<file path="src/rtl/turn_sequencer.sv">
// -----------------------------------------------------------------------------
// turn_sequencer
//
// Purpose:
//   Game-turn sequencer. On a frame tick taken while idle and enabled it runs
//   NUM_PHASES sub-engines in fixed order. For each phase it issues a start
//   pulse, optionally waits for that phase's done bit, and latches an ack.
//   After the last phase it issues one commit pulse and goes back to idle.
//
// Optional feature:
//   TURN_SEQ_TIMEOUT_EN - when defined, a watchdog bounds every WAIT to
//   TIMEOUT_CYCLES cycles. A timeout sets the sticky timeout_err flag and
//   skips the ack for the timed-out phase. When undefined, WAIT holds
//   indefinitely and timeout_err is tied to 0.
//
// Phase handshake:
//   phase_start[i] is a one-cycle pulse. If WAIT_MASK[i] is set, the
//   sequencer then sits in WAIT with phase_active[i] high. It leaves on the
//   first WAIT cycle in which phase_done[i] is high; a level that is already
//   high counts. phase_done is never sampled in START, and done bits of other
//   phases are ignored. A phase with WAIT_MASK[i]=0 gets its start pulse only.
//
// Ports:
//   clk          in   system clock, posedge
//   reset        in   synchronous active-high reset
//   frame_tick   in   frame sync strobe; starts a turn when idle
//   enable       in   gates turn start; sampled only in IDLE
//   phase_done   in   [NUM_PHASES] per-phase done from the engines
//   phase_start  out  [NUM_PHASES] one-hot one-cycle start pulse
//   phase_active out  [NUM_PHASES] one-hot level while waiting on a phase
//   phase_ack    out  [NUM_PHASES] per-phase ack, held until next turn begins
//   commit       out  one-cycle end-of-turn pulse
//   busy         out  high in every state except IDLE
//   cur_phase    out  [PHASE_W] index of the current phase
//   turn_count   out  [TURN_W] completed-turn count, wraps modulo 2^TURN_W
//   timeout_err  out  sticky watchdog flag
// -----------------------------------------------------------------------------
module turn_sequencer #(
   parameter int                    NUM_PHASES     = 4,
   parameter logic [NUM_PHASES-1:0] WAIT_MASK      = 4'b1101,
   parameter int                    TURN_W         = 8,
   parameter int                    TIMEOUT_CYCLES = 1024,
   localparam int                   PHASE_W        = $clog2(NUM_PHASES)
) (
   input  logic                  clk,
   input  logic                  reset,
   input  logic                  frame_tick,
   input  logic                  enable,
   input  logic [NUM_PHASES-1:0] phase_done,
   output logic [NUM_PHASES-1:0] phase_start,
   output logic [NUM_PHASES-1:0] phase_active,
   output logic [NUM_PHASES-1:0] phase_ack,
   output logic                  commit,
   output logic                  busy,
   output logic [PHASE_W-1:0]    cur_phase,
   output logic [TURN_W-1:0]     turn_count,
   output logic                  timeout_err
);

   typedef enum logic [2:0] {
      IDLE   = 3'd0,
      START  = 3'd1,
      WAIT   = 3'd2,
      NEXT   = 3'd3,
      COMMIT = 3'd4
   } state_t;

   localparam logic [NUM_PHASES-1:0] PHASE_ONE = NUM_PHASES'(1);

   state_t                  state;
   state_t                  nextState;
   logic [PHASE_W-1:0]      curPhase;
   logic [NUM_PHASES-1:0]   ackReg;
   logic [TURN_W-1:0]       turnReg;
   logic [NUM_PHASES-1:0]   phaseSel;
   logic                    lastPhase;
   logic                    doneSeen;
   logic                    timedOut;
   logic                    ackAllowed;
   logic                    errFlag;

   assign lastPhase = (curPhase == PHASE_W'(NUM_PHASES - 1));
   assign doneSeen  = phase_done[curPhase];
   assign phaseSel  = PHASE_ONE << curPhase;

`ifdef TURN_SEQ_TIMEOUT_EN
   localparam int WD_W = $clog2(TIMEOUT_CYCLES + 1);

   logic [WD_W-1:0] wdCount;
   logic            skipAck;

   // wdCount holds the number of WAIT cycles already spent. The cycle in which
   // it equals TIMEOUT_CYCLES-1 is the TIMEOUT_CYCLES-th WAIT cycle. A done in
   // that same cycle wins over the timeout.
   assign timedOut   = (state == WAIT) && !doneSeen &&
                       (wdCount == WD_W'(TIMEOUT_CYCLES - 1));
   assign ackAllowed = !skipAck;

   always_ff @(posedge clk) begin
      if (reset) begin
         wdCount <= '0;
         skipAck <= 1'b0;
         errFlag <= 1'b0;
      end else begin
         case (state)
            START: begin
               wdCount <= '0;
               skipAck <= 1'b0;
            end
            WAIT: begin
               wdCount <= wdCount + 1'b1;
               if (timedOut) begin
                  errFlag <= 1'b1;
                  skipAck <= 1'b1;
               end
            end
            default: ;
         endcase
      end
   end
`else
   assign timedOut   = 1'b0;
   assign ackAllowed = 1'b1;
   assign errFlag    = 1'b0;
`endif

   always_comb begin
      nextState = state;
      unique case (state)
         IDLE:    if (frame_tick && enable) nextState = START;
         START:   nextState = WAIT_MASK[curPhase] ? WAIT : NEXT;
         WAIT:    if (doneSeen || timedOut) nextState = NEXT;
         NEXT:    nextState = lastPhase ? COMMIT : START;
         COMMIT:  nextState = IDLE;
         default: nextState = IDLE;
      endcase
   end

   always_ff @(posedge clk) begin
      if (reset) begin
         state    <= IDLE;
         curPhase <= '0;
         ackReg   <= '0;
         turnReg  <= '0;
      end else begin
         state <= nextState;
         case (state)
            IDLE: begin
               // Acks from the previous turn stay visible until a new turn starts.
               if (frame_tick && enable) begin
                  curPhase <= '0;
                  ackReg   <= '0;
               end
            end
            NEXT: begin
               if (ackAllowed) ackReg[curPhase] <= 1'b1;
               if (!lastPhase) curPhase <= curPhase + 1'b1;
            end
            COMMIT: begin
               turnReg  <= turnReg + 1'b1;
               curPhase <= '0;
            end
            default: ;
         endcase
      end
   end

   // All outputs are decoded from registered state only.
   assign phase_start  = (state == START) ? phaseSel : '0;
   assign phase_active = (state == WAIT)  ? phaseSel : '0;
   assign phase_ack    = ackReg;
   assign commit       = (state == COMMIT);
   assign busy         = (state != IDLE);
   assign cur_phase    = curPhase;
   assign turn_count   = turnReg;
   assign timeout_err  = errFlag;

endmodule

</file>
<file path="config.mk">
export PLATFORM = sky130hd
export DESIGN_NAME = turn_sequencer
export DESIGN_NICKNAME = d
export VERILOG_FILES = /design/src/rtl/turn_sequencer.sv
export SDC_FILE = /design/constraint.sdc
export NUM_CORES = 1
export LEC_CHECK = 0
export BUFFER_PORTS_ARGS = -buffer_cell sky130_fd_sc_hd__buf_2
export CAP_MARGIN = 40
export CELL_PAD_IN_SITES_DETAIL_PLACEMENT = 1
export CELL_PAD_IN_SITES_GLOBAL_PLACEMENT = 1
export CORE_UTILIZATION = 39
export CTS_BUF_LIST = sky130_fd_sc_hd__clkbuf_8
export DETAILED_ROUTE_END_ITERATION = 16
export PLACE_DENSITY_LB_ADDON = 0.12
export SLEW_MARGIN = 20
export SYNTH_ARGS = -nofsm -noshare
export SYNTH_HDL_FRONTEND = slang
export SYNTH_SLANG_ARGS = --single-unit
export TNS_END_PERCENT = 10
</file>
<file path="constraint.sdc">
create_clock -name clk -period 4.5 [get_ports clk]
set_clock_uncertainty 0.1 [all_clocks]
set_input_delay 0 -clock clk [delete_from_list [all_inputs] [get_ports clk]]
set_output_delay 0 -clock clk [all_outputs]
set_load 0.02 [all_outputs]
</file>
After elaboration in Yosys (flattened, before gate mapping):

Cells that the tools add are included.

* memories: 0
* bits of input ports: 8
* word-level logic and storage cells: 45
* flip-flop bits (word level): 17
* RAM bits: 0
* memory bits (read-only): 0
* bits in latches: 0

* order comparisons: 2
* reductions and logical operators: 9
* eq/ne operators: 8
* multipliers: 0
* add/sub/neg operators: 2
* divide/modulo/power cells: 0
* bitwise gates (word level): 1
* mux-type cells: 18
* shifts and indexed selects: 1

Operators by type and width (number)
* $mux W4: 3
* $pmux W3 S4: 1
* $mux W3: 3
* $add A8 B1 Y8 const B: 1
* $pmux W4 S2: 1
* $eq A3 B2 Y1 const B: 2
* $ne A2 B2 Y1 const B: 3
* $pmux W2 S3: 1
* $reduce_bool A3 Y1: 2
* $bmux W1 S2: 2
* $mux W1: 4
* $mux W2: 2
* $or A4 B4 Y4: 1
* $reduce_and A2 Y1: 2
* $shl A1 B2 Y4 const A: 1
* $eq A3 B1 Y1 const B: 1
* $eq A3 B3 Y1 const B: 1
* $logic_not A3 Y1: 1
* $lt A2 B3 Y1 const B: 1
* $reduce_and A3 Y1: 1
* $add A2 B1 Y2 const B: 1
* $demux W1 S2: 1
* $eq A2 B2 Y1 const B: 1
* $ge A2 B1 Y1 const B: 1
* 2 further kinds: 3

Longest topological paths before layout:

Gate-level depths: netlist (run 1).

* depth after elaboration: 6
* gate-level depth with buffers: 5
* depth with buffers taken out: 4

Worst setup path before layout (run 1):

No wires, ideal clock.

* kind: register -> register
* start: register state[1]
* end: register turnReg[5], in the netlist turn_count[5]
* path slack: 2.897 ns
* path buffers: 1
* arrival: 1.433 ns
* stages on the path, launching flop included: 5
* data required time: 4.329 ns
* library setup time: 0.071 ns
* period minus slack after synthesis: 1.603 ns
* cell sequence: dfxtp_1 > or3b_1 > buf_2 > or4_1 > a21oi_1

* word-level cells in the longest chain between the ends: 1

Ends and longest elaborated chain
* start: declaration: line 70 `state_t state;`
* start signal: assignment: line 146 `state <= nextState;`
* $eq A3 B3 Y1: line 147 `case (state)`
* end signal: assignment: line 160 `turnReg <= turnReg + 1'b1;`
* end: declaration: line 74 `logic [TURN_W-1:0] turnReg;`

No other way between the ends.
A chain may end at the register's enable or synchronous reset.

Final worst setup path (run 1):

* start: register state[2]
* end: register turnReg[7], in the netlist turn_count[7]

The elaborated chain is that of the path after synthesis.

==> metrics.md, run 1 <==
| Metric | Value |
|---|---|
| Pleak | 0.5344 nW |
| Synth area leaders | sky130_fd_sc_hd__dfxtp_1, sky130_fd_sc_hd__ha_1, sky130_fd_sc_hd__a21oi_1 |
| Run status | complete, no violations |
| Number of enable-type register cells in the synthesized netlist | 0 |
| Number of antenna violations at the first check in global routing | 0 |
| Largest net degree at the start of global routing | 17 |
| Top achievable clock speed | between 0.5 and 0.6 GHz |
| Post-synthesis xor/xnor area fraction | 0.02889 |
| Commonest cells after routing, fill and taps aside | sky130_fd_sc_hd__buf_2, sky130_fd_sc_hd__dfxtp_1, sky130_fd_sc_hd__nor2_1, sky130_fd_sc_hd__a21oi_1, sky130_fd_sc_hd__ha_1 |
| Mapped Nets | 119 |
| DRC errors left | 0 |
| H-tree depth | 1 |
| Hold Worst Slack | between 0.04 and 0.05 ns |
| Utilization after layout | 0.5079 |
| Worst slew slack as a fraction of its limit | 0.6605 |
| Category of the critical setup timing path | flop to flop |
| Min cycle time layout | 1.921 ns |
| Final clock period utilization by the worst path | 0.4270 |
| Clock tree root buffer cell | sky130_fd_sc_hd__clkbuf_8 |
| Vias in the first global route | 853 |
| Fraction of the yosys area taken by sequential cells | 0.3741 |
| Sink count of the clock tree | 17 |
| Ys async rst share | 0 |
| Filler cell count in the final layout | ~290 |
| Placed Cells | roughly 160 |
| Initial Util | 0.4112 |
| Share of synthesized area spent on multiplexers | 0.04952 |
| Peak supply drop | 0.0001441 V |
| Post-route insts no fill | 162 |
| Wire length of the first global-routing pass | 3.905 mm |
| Most area-hungry cell type in the Yosys netlist | sky130_fd_sc_hd__dfxtp_1 |
| Iter 0 DRT Violations | 7 |
| Placed wire-length estimate after detailed placement | between 1.5 and 2 mm |
| Measured slew at the worst slew-check pin | roughly 0.5 ns |
| Simple logic cell fraction of the synthesized area | 0.2751 |
| Dominant register cell in the synthesized netlist | sky130_fd_sc_hd__dfxtp_1 |
| Detailed-route wire length per cell | 14.57 µm |
| Total Neg Setup Slack | 0 ns |
| Via total after detailed routing | 860 |
| Mapped Avg Cell Area | 8.663 µm² |
| All-layer global routing usage | 0.2089 |
| Sum of routed wire length over all layers | roughly 2.4 mm |
| Number of maximum-capacitance violations | 0 |
| PD cells | 322.2 mW/mm² |
| Summed instance area of the synthesized netlist | roughly 910 µm² |
| Post-CTS setup-driven buffer insertion count | 0 |
| Antenna diodes | 0 |
| Longest Clk Path Bufs | 2 |
| Hold violation total from the final report | 0 |
| Final setup viols | 0 |
| Die Outline Area | 0.002530 mm² |
| Final weighted congestion in routability-driven placement | between 0.7 and 0.8 |
| Layout area overhead | 23.52% |
| Port Buffer Count | 31 |
| Aggregate global routing overflow | 0 |
| Critical path endpoint category | flop |
| Compound-gate portion of the synthesized area | 0.1348 |
| Latest clock arrival within the worst-skew pair | 0.25 ns |
| Yosys warns | 0 |
| Post-route antenna net violation count | 0 |
| Clock slew at the register clock pins of the worst setup and hold paths | 0.07 ns |
| Commonest non-fill, non-tap cell in the layout | sky130_fd_sc_hd__buf_2 |
| Adder-cell area share of the yosys netlist | 0.08253 |
| Arrival time at the worst endpoint | 2.00 ns |
| DR vias/cell | 5.309 |
| Pre-CTS WS | 2.600 ns |
| Count of state elements after synthesis | 17 |
| Horizontal extent of the die | between 50 and 60 µm |
| Cells after synthesis | 105 |
| Critical path peak fanout | 11 |
| Area share of the largest cell type after synthesis | 0.3741 |
| Final net count | 149 |
| CTS buffer count | 3 |
| Post-route setup slack | 2.579 ns |
| Setup repair after global routing missed its margin | false |
| Share of final-layout standard cells stronger than drive strength 1 | 0.2687 |
| Length of the first detailed-routing pass in iterations | 3 |
| Netlist cell types | 37 |
| TritonCTS clock tree | built |
| Final Slew Violations | 0 |
| Core Area | roughly 0.0022 mm² |
| Die Height | 50.30 µm |
| CP Data Required Time | 4.58 ns |
| Combinational family with the most area after synthesis | simple AND/OR/NAND/NOR gates |
| Hold crit path type | input port to flop |
| Setup crit start kind | flop |
| Io pins | 33 |
| # rows | 17 |
[path summary, 6_finish.rpt]
check	start	to	slack, ns	cells past startpoint
max	state[2]	turn_count[7]	2.58	3
min	enable	state[0]	0.04	4
max reg2reg	state[2]	turn_count[7]	2.58	3
min reg2reg	phase_ack[1]	phase_ack[1]	0.37	2
[per-layer routing]
metal | GRT usage | routed length (µm) | up-vias
met1 | 0.2384 | 1020 | 414
met2 | 0.3800 | 1231 | 17
met4 | 0.08333 | 34 | 0
met3 | 0.03636 | 75 | 4
met5 | 0 | 0 | -
li1 | - | - | 425
[cell families (layout without fill, tap and decap cells)]
kind of cell	Yosys count	after routing
AO/OA/AOI/OAI	20	20
adder cells (fa/ha/maj)	6	6
flip-flops	17	17
other	1	1
AND/OR/NAND/NOR	44	44
multiplexers	3	3
XOR/XNOR	3	3
buffers and inverters	11	40
[cells in the mapped netlist (all sizes together), types with 3 or more instances]
| library cell | n |
|---|---|
| inv | 3 |
| nor2 | 11 |
| ha | 6 |
| and2 | 4 |
| nand3 | 4 |
| dfxtp | 17 |
| clkbuf | 5 |
| and3 | 5 |
| a21oi | 11 |
| nand2 | 5 |
[through the flow]
step | power [mW] | area, µm²
after CTS | 0.3657 | 1124
final | 0.3621 | 1124
after global placement | 0.2461 | 1069
after detailed placement | 0.2487 | 1069
after floorplan | 0.2262 | 909.6
after global routing | 0.3793 | 1124
[registers in the layout, indices dropped and copies added, names as in the netlist]
name	flops
turn_count	8
phase_ack	4
state	3
cur_phase	2
[layout make-up]
type / instances / area [µm²] / share of cell area
Timing Repair Buffer: 32 / 165.2 / 0.1470
Inverter: 4 / 15.01 / 0.01336
Sequential cell: 17 / 340.3 / 0.3029
Tap cell: 28 / 35.03 / 0.03118
Clock buffer: 3 / 41.29 / 0.03675
Clock inverter: 1 / 3.754 / 0.003341
Multi-Input combinational cell: 77 / 523.0 / 0.4655
[critical path: stages, from the launching register on]
cell and delay (ns):
sky130_fd_sc_hd__dfxtp_1 0.51, sky130_fd_sc_hd__or3b_1 0.53, sky130_fd_sc_hd__or4_1 0.55, sky130_fd_sc_hd__a21oi_1 0.17
[timing repair]
item,4_1_cts,5_1_grt
gates resized for setup,0,0
hold buffers,1,0
endpoints found under the hold margin,1,0
[report_power, final]
group | leakage (nW) | switching [mW] | internal (mW)
registers | 0.137 | 0.0182 | 0.157
clock network | 0.0269 | 0.0540 | 0.0606
logic | 0.370 | 0.0425 | 0.0299
No activity file was read; power rests on OpenSTA's default activity.
==> run 2: changes to the inputs <==
--- a/config.mk
+++ b/config.mk
@@ -9,7 +9,7 @@
 export CAP_MARGIN = 40
 export CELL_PAD_IN_SITES_DETAIL_PLACEMENT = 1
 export CELL_PAD_IN_SITES_GLOBAL_PLACEMENT = 1
-export CORE_UTILIZATION = 39
+export CORE_UTILIZATION = 36
 export CTS_BUF_LIST = sky130_fd_sc_hd__clkbuf_8
 export DETAILED_ROUTE_END_ITERATION = 16
 export PLACE_DENSITY_LB_ADDON = 0.12
==> constraint.sdc (replaced) <==
create_clock -name clk -period 1.8 [get_ports clk]
set_clock_uncertainty 0.1 [all_clocks]
set_input_delay 0 -clock clk [delete_from_list [all_inputs] [get_ports clk]]
set_output_delay 0 -clock clk [all_outputs]
set_load 0.02 [all_outputs]
==> run 2 against run 1 <==
Compared with the run above: die area grew 8.0%; count of clock-buffer cells in the layout unchanged; largest power group unchanged; register-to-register slack worse by 2.5 ns; clock power grew to 2.5 times the previous value; critical endpoint unchanged; core utilization decreased by 0.30 points; hold slack worse by 0.0036 ns; sequential power up 130%; combinational power rose to 3.2 times the previous value; wire length is 4.8% lower.
==> metrics.md, run 2 (synthesis gave the netlist of run 1 again) <==
| Metric | Value |
|---|---|
| Run status | complete, no violations |
| # rows | 17 |
| Largest net degree at the start of global routing | 17 |
| Commonest cells after routing, fill and taps aside | sky130_fd_sc_hd__buf_2, sky130_fd_sc_hd__dfxtp_1, sky130_fd_sc_hd__nor2_1, sky130_fd_sc_hd__a21oi_1, sky130_fd_sc_hd__ha_1 |
| Peak supply drop | 0.0006252 V |
| Die Outline Area | 0.002732 mm² |
| Final clock period utilization by the worst path | 0.9414 |
| Io pins | 33 |
| Top achievable clock speed | 0.5901 GHz |
| Post-CTS setup-driven buffer insertion count | 0 |
| DRC errors left | 0 |
| Net switching share of the total power | 0.3100 |
| Setup crit start kind | flop |
| TritonCTS clock tree | built |
| Sequential fraction of design power | 0.435 |
| Layout area overhead | 27.51% |
| Number of antenna violations at the first check in global routing | 0 |
| Clock tree root buffer cell | sky130_fd_sc_hd__clkbuf_8 |
| Clock slew at the register clock pins of the worst setup and hold paths | 0.07 ns |
| Placed wire-length estimate after detailed placement | 1.758 mm |
| Final net count | 153 |
| Internal Pwr Total | 0.6369 mW |
| Via total after detailed routing | between 800 and 900 |
| Final Slew Violations | 0 |
| Aggregate global routing overflow | 0 |
| Area taken by flip-flops and latches | 340.3 µm² |
| Vias in the first global route | 815 |
| Switching pwr | 0.2861 mW |
| Die Height | 52.27 µm |
| Multi-input gate area in the final layout | 528.0 µm² |
| Critical path peak fanout | 8 |
| Length of the first detailed-routing pass in iterations | 4 |
| Hold violation total from the final report | 0 |
| Comb pwr share | 0.249 |
| Pre-CTS WS | about 0.097 ns |
| Antenna diodes | 0 |
| Pleak | 0.5568 nW |
| Final weighted congestion in routability-driven placement | between 0.8 and 0.9 |
| DR vias/cell | 5.157 |
| Wire length of the first global-routing pass | 3.774 mm |
| Category of the critical setup timing path | flop to flop |
| Arrival time at the worst endpoint | 1.78 ns |
| Number of flip-flops under the largest register name | 8 |
| PD cells | 795.8 mW/mm² |
| Longest Clk Path Bufs | 2 |
| Filler cell count in the final layout | just over 300 |
| Post-route antenna net violation count | 0 |
| Total Neg Setup Slack | 0 ns |
| Iter 0 DRT Violations | 1 |
| Detailed-route wire length per cell | 13.54 µm |
| Placed standard-cell area | 0.001099 mm² |
| Latest clock arrival within the worst-skew pair | approximately 0.25 ns |
| Sum of routed wire length over all layers | 2.248 mm |
| Core Area | 0.002297 mm² |
| Horizontal extent of the die | approximately 52 µm |
| CP Data Required Time | 1.88 ns |
| Share of final-layout standard cells stronger than drive strength 1 | 0.3043 |
| Hold crit path type | input port to flop |
| Summed area of non-filler cells in the final layout | 0.001160 mm² |
| H-tree depth | 1 |
| Critical path endpoint category | flop |
| Commonest non-fill, non-tap cell in the layout | sky130_fd_sc_hd__buf_2 |
| Post-route setup slack | about 0.11 ns |
| Sink count of the clock tree | 17 |
| Number of maximum-capacitance violations | 0 |
| Setup repair after global routing missed its margin | false |
| Share of power burned in the clock network | 0.315 |
| Final setup viols | 0 |
| Port Buffer Count | 31 |
| All-layer global routing usage | 0.1931 |
| CTS buffer count | 3 |
| Min cycle time layout | 1.695 ns |
| Initial Util | 0.3960 |
==> run 2: path summary, 6_finish.rpt <==
kind         cells past startpoint             to         start  slack (ns)
max                              3  turn_count[7]      state[1]        0.11
min                              4       state[0]        enable        0.04
max reg2reg                      3  turn_count[7]      state[1]        0.11
min reg2reg                      2   phase_ack[2]  phase_ack[2]        0.36
==> run 2: power groups by stage <==
stage / Combinational (mW) / Clock [mW] / Sequential (mW)
after global placement: 0.224 / 0 / 0.409
after detailed placement: 0.227 / 0 / 0.411
after CTS: 0.230 / 0.296 / 0.402
after global routing: 0.258 / 0.318 / 0.404
after floorplan: 0.148 / 0 / 0.417
final: 0.230 / 0.291 / 0.402
==> run 2: what timing repair did <==
item | CTS | global route
hold buffers | 1 | 0
endpoints found under the hold margin | 1 | 0
setup endpoints to repair | 0 | 3
gates resized for setup | 0 | 1
==> run 2: area by class of cell <==
class | instances | share of cell area
Tap cell | 28 | 0.03021
Sequential cell | 17 | 0.2934
Clock buffer | 3 | 0.03560
Timing Repair Buffer | 36 | 0.1683
Clock inverter | 1 | 0.004315
Inverter | 4 | 0.01295
Multi-Input combinational cell | 77 | 0.4552
==> run 2: worst max-delay path, cell delays in order, from the launching register on <==
cell and delay, ns:
sky130_fd_sc_hd__dfxtp_1 0.31, sky130_fd_sc_hd__or3b_1 0.50, sky130_fd_sc_hd__or4_1 0.55, sky130_fd_sc_hd__a21oi_1 0.17
==> run 2: routing by layer <==
metal / wire (µm) / GRT usage / vias up
met5: 0 / 0 / -
met4: 7 / 0.02632 / 0
met3: 98 / 0.06087 / 2
li1: - / - / 433
met2: 1031 / 0.2927 / 19
met1: 1110 / 0.2730 / 402
==> run 2: per-stage QoR <==
stage | total power [mW] | hold slack (ns) | instances | util
after floorplan | 0.5655 | 0.05766 | 105 | -
after global placement | 0.6331 | 0.2535 | 161 | 0.4782
after detailed placement | 0.6379 | 0.2616 | 161 | 0.4782
after CTS | 0.9275 | 0.04203 | 166 | 0.5027
after global routing | 0.9793 | 0.05537 | 166 | 0.5049
final | 0.9230 | 0.03841 | 166 | 0.5049
==> run 3: changes to the inputs <==
--- a/config.mk
+++ b/config.mk
@@ -5,13 +5,15 @@
 export SDC_FILE = /design/constraint.sdc
 export NUM_CORES = 1
 export LEC_CHECK = 0
+export ABC_AREA = 1
 export BUFFER_PORTS_ARGS = -buffer_cell sky130_fd_sc_hd__buf_2
 export CAP_MARGIN = 40
 export CELL_PAD_IN_SITES_DETAIL_PLACEMENT = 1
 export CELL_PAD_IN_SITES_GLOBAL_PLACEMENT = 1
-export CORE_UTILIZATION = 36
+export CORE_UTILIZATION = 35
 export CTS_BUF_LIST = sky130_fd_sc_hd__clkbuf_8
 export DETAILED_ROUTE_END_ITERATION = 16
+export MAX_ROUTING_LAYER = met4
 export PLACE_DENSITY_LB_ADDON = 0.12
 export SLEW_MARGIN = 20
 export SYNTH_ARGS = -nofsm -noshare
==> run 3 against run 2 <==
Compared with the run above: fmax is 1.2% higher; synthesized cell count is 29% higher; first-iteration DRC count grew to 8.0 times the previous value; flip-flop and latch count stayed put; register-to-register slack better by 0.27 ns; critical path type is now flop to primary output; largest cell class unchanged.
==> metrics.md, run 3 <==
| Metric | Value |
|---|---|
| Run status | complete, no violations |
| Yosys warns | 0 |
| Fraction of the yosys area taken by sequential cells | 0.3617 |
| GRT met2 Usage | 0.3868 |
| Pleak | between 0.5 and 0.6 nW |
| CP Data Required Time | 1.70 ns |
| Core Area | between 0.002 and 0.0025 mm² |
| Critical path cell sequence | inv_1 > nor3_1 > inv_1 > nor2_1 > buf_2 |
| Io pins | 33 |
| Crit path max-delay cell type | sky130_fd_sc_hd__dfxtp_1 |
| Power after layout | 0.8355 mW |
| Most repeated cell in the gate-level netlist after synthesis | sky130_fd_sc_hd__nor2_1 |
| Commonest non-fill, non-tap cell in the layout | sky130_fd_sc_hd__buf_2 |
| Sum of routed wire length over all layers | 2.480 mm |
| Longest Clk Path Bufs | 2 |
| H-tree depth | 1 |
| Final clock period utilization by the worst path | 0.9300 |
| Multi-input gate area in the final layout | approximately 520 µm² |
| Latest clock arrival within the worst-skew pair | 0.26 ns |
| GR peak layer | met2 |
| Placed standard-cell area | 0.001126 mm² |
| Initial Util | 0.3764 |
| Most area-hungry cell type in the Yosys netlist | sky130_fd_sc_hd__dfxtp_1 |
| Cells after synthesis | about 140 |
| Critical path endpoint category | primary output |
| Setup crit start kind | flop |
| CTS-repair resized insts | 0 |
| Port Buffer Count | 31 |
| Summed area of non-filler cells in the final layout | ~0.0012 mm² |
| Netlist cell types | 21 |
| Clock tree root buffer cell | sky130_fd_sc_hd__clkbuf_8 |
| PD cells | between 700 and 800 mW/mm² |
| DR vias/cell | ~4.9 |
| Final net count | approximately 190 |
| Hold Worst Slack | about 0.0099 ns |
| Layout area overhead | 25.66% |
| Largest net degree at the start of global routing | 11 |
| Post-CTS setup-driven buffer insertion count | 0 |
| Arrival time at the worst endpoint | 1.57 ns |
| Min cycle time layout | 1.674 ns |
| Detailed-route wire length per cell | 12.40 µm |
| Antenna diodes | 0 |
| Final Slew Violations | 0 |
| Sink count of the clock tree | 17 |
| Setup repair after global routing missed its margin | false |
| Area taken by flip-flops and latches | 340.3 µm² |
| Number of antenna violations at the first check in global routing | 0 |
| Hold violation total from the final report | 0 |
| Critical path peak fanout | 5 |
| All-layer global routing usage | 0.2066 |
| Number of flip-flops under the largest register name | 8 |
| Die Height | ~54 µm |
| Ys async rst share | 0 |
| Aggregate global routing overflow | 0 |
| Top achievable clock speed | 0.5974 GHz |
| Wire length of the first global-routing pass | 4.105 mm |
| Final setup viols | 0 |
| Clock slew at the register clock pins of the worst setup and hold paths | 0.07 ns |
| Iter 0 DRT Violations | 8 |
| Hold crit path type | input port to flop |
| Mapped Avg Cell Area | 6.970 µm² |
| Top cell by count, worst path | sky130_fd_sc_hd__inv_1 |
| Vias in the first global route | 962 |
| Met3 Usage GRT | 0.06780 |
| Leading cell types by count after synthesis | sky130_fd_sc_hd__nor2_1, sky130_fd_sc_hd__nand2_1, sky130_fd_sc_hd__inv_1 |
| Number of maximum-capacitance violations | 0 |
| Number of enable-type register cells in the synthesized netlist | 0 |
| Via total after detailed routing | 975 |
| Worst path max stage delay | 0.46 ns |
| Total Neg Setup Slack | 0 ns |
| Post-route antenna net violation count | 0 |
| Filler cell count in the final layout | 352 |
| Die Outline Area | 0.002900 mm² |
| Category of the critical setup timing path | flop to primary output |
| TritonCTS clock tree | built |
| Dominant register cell in the synthesized netlist | sky130_fd_sc_hd__dfxtp_1 |
| Mapped Nets | 149 |
| Commonest cells after routing, fill and taps aside | sky130_fd_sc_hd__buf_2, sky130_fd_sc_hd__nor2_1, sky130_fd_sc_hd__nand2_1 |
| Area share of the largest cell type after synthesis | 0.3617 |
| DRC errors left | 0 |
| Grt met1 use | 0.2010 |
| Share of final-layout standard cells stronger than drive strength 1 | 0.2824 |
| Count of state elements after synthesis | 17 |
| CP top delay family | buffers and inverters |
| Final weighted congestion in routability-driven placement | 0.7381 |
| Summed instance area of the synthesized netlist | 940.9 µm² |
| # rows | 18 |
| Bufs and invs on worst path | 3 |
| Synth area leaders | sky130_fd_sc_hd__dfxtp_1, sky130_fd_sc_hd__nor2_1, sky130_fd_sc_hd__nand2_1 |
| Length of the first detailed-routing pass in iterations | 4 |
| Peak supply drop | 0.0004893 V |
| CTS buffer count | 3 |
| Horizontal extent of the die | 53.85 µm |
| Placed wire-length estimate after detailed placement | slightly below 2 mm |
==> run 3: cell count changes after synthesis, moves of 4 or more <==
cell	delta
sky130_fd_sc_hd__nor2_1	+16
sky130_fd_sc_hd__and3_1	-5
sky130_fd_sc_hd__a21oi_1	-5
sky130_fd_sc_hd__inv_1	+17
sky130_fd_sc_hd__clkbuf_1	-5
sky130_fd_sc_hd__and2_1	-4
sky130_fd_sc_hd__nand3_1	+6
sky130_fd_sc_hd__o21ai_0	+5
sky130_fd_sc_hd__nand2_1	+18
==> run 3: through the flow <==
step,instances,setup WS (ns),utilization
4_1_cts,200,0.1358,0.4730
2_1_floorplan,135,0.3994,-
3_5_place_dp,195,0.3831,0.4505
6_report,200,0.1261,0.4730
5_1_grt,200,0.04337,0.4730
3_3_place_gp,195,0.4646,0.4505
==> run 3: cells by family (layout without fill, tap and decap cells) <==
| group | Yosys count | count (layout) | synth area share |
|---|---|---|---|
| compound gates | 18 | 18 | 0.1117 |
| fa+ha+maj | 6 | 6 | 0.07979 |
| buf+inv | 21 | 56 | 0.08777 |
| flops | 17 | 17 | 0.3617 |
| other cells | 1 | 1 | 0.003986 |
| simple gates | 72 | 72 | 0.3551 |
==> run 3: tightest hold or removal path: cells and delay by family <==
kind	cells	cell delay, ns
buffers and inverters	1	0.07
AOI/OAI and AO/OA	1	0.06
and+or+nand+nor	3	0.20
==> run 3: layout make-up <==
cell class | instances | area share
sequential | 17 | 0.2878
inverter | 20 | 0.06349
timing repair buffer | 32 | 0.1397
clock buffer | 3 | 0.03492
multi-input combinational | 97 | 0.4381
clock inverter | 1 | 0.004233
tap | 30 | 0.03175
==> run 3: metal layers <==
layer | up-vias | wire [µm]
met2 | 21 | 1323
met1 | 457 | 1033
met3 | 4 | 103
met4 | 0 | 21
li1 | 493 | -
met5 | - | 0
==> run 3: final timing paths <==
| check | from | endpoint | slack, ns | cells after the start |
|---|---|---|---|---|
| setup reg to reg | cur_phase[0] | cur_phase[1] | 0.38 | 5 |
| hold reg to reg | phase_ack[3] | phase_ack[3] | 0.38 | 2 |
| hold / removal | phase_done[1] | state[0] | 0.01 | 5 |
| setup / recovery | state[1] | phase_active[3] | 0.13 | 5 |
==> run 3: power breakdown <==
part	switching (mW)	total, mW	internal, mW	leakage [nW]
Sequential	0.0184	0.403	0.385	0.137
Clock	0.142	0.297	0.154	0.0255
Combinational	0.0891	0.136	0.0465	0.396
Total	0.250	0.836	0.586	0.558
==> run 3: repair_timing <==
action	4_1_cts	5_1_grt
hold buffers	1	0
endpoints found under the setup margin	0	0
endpoints found under the hold margin	5	0
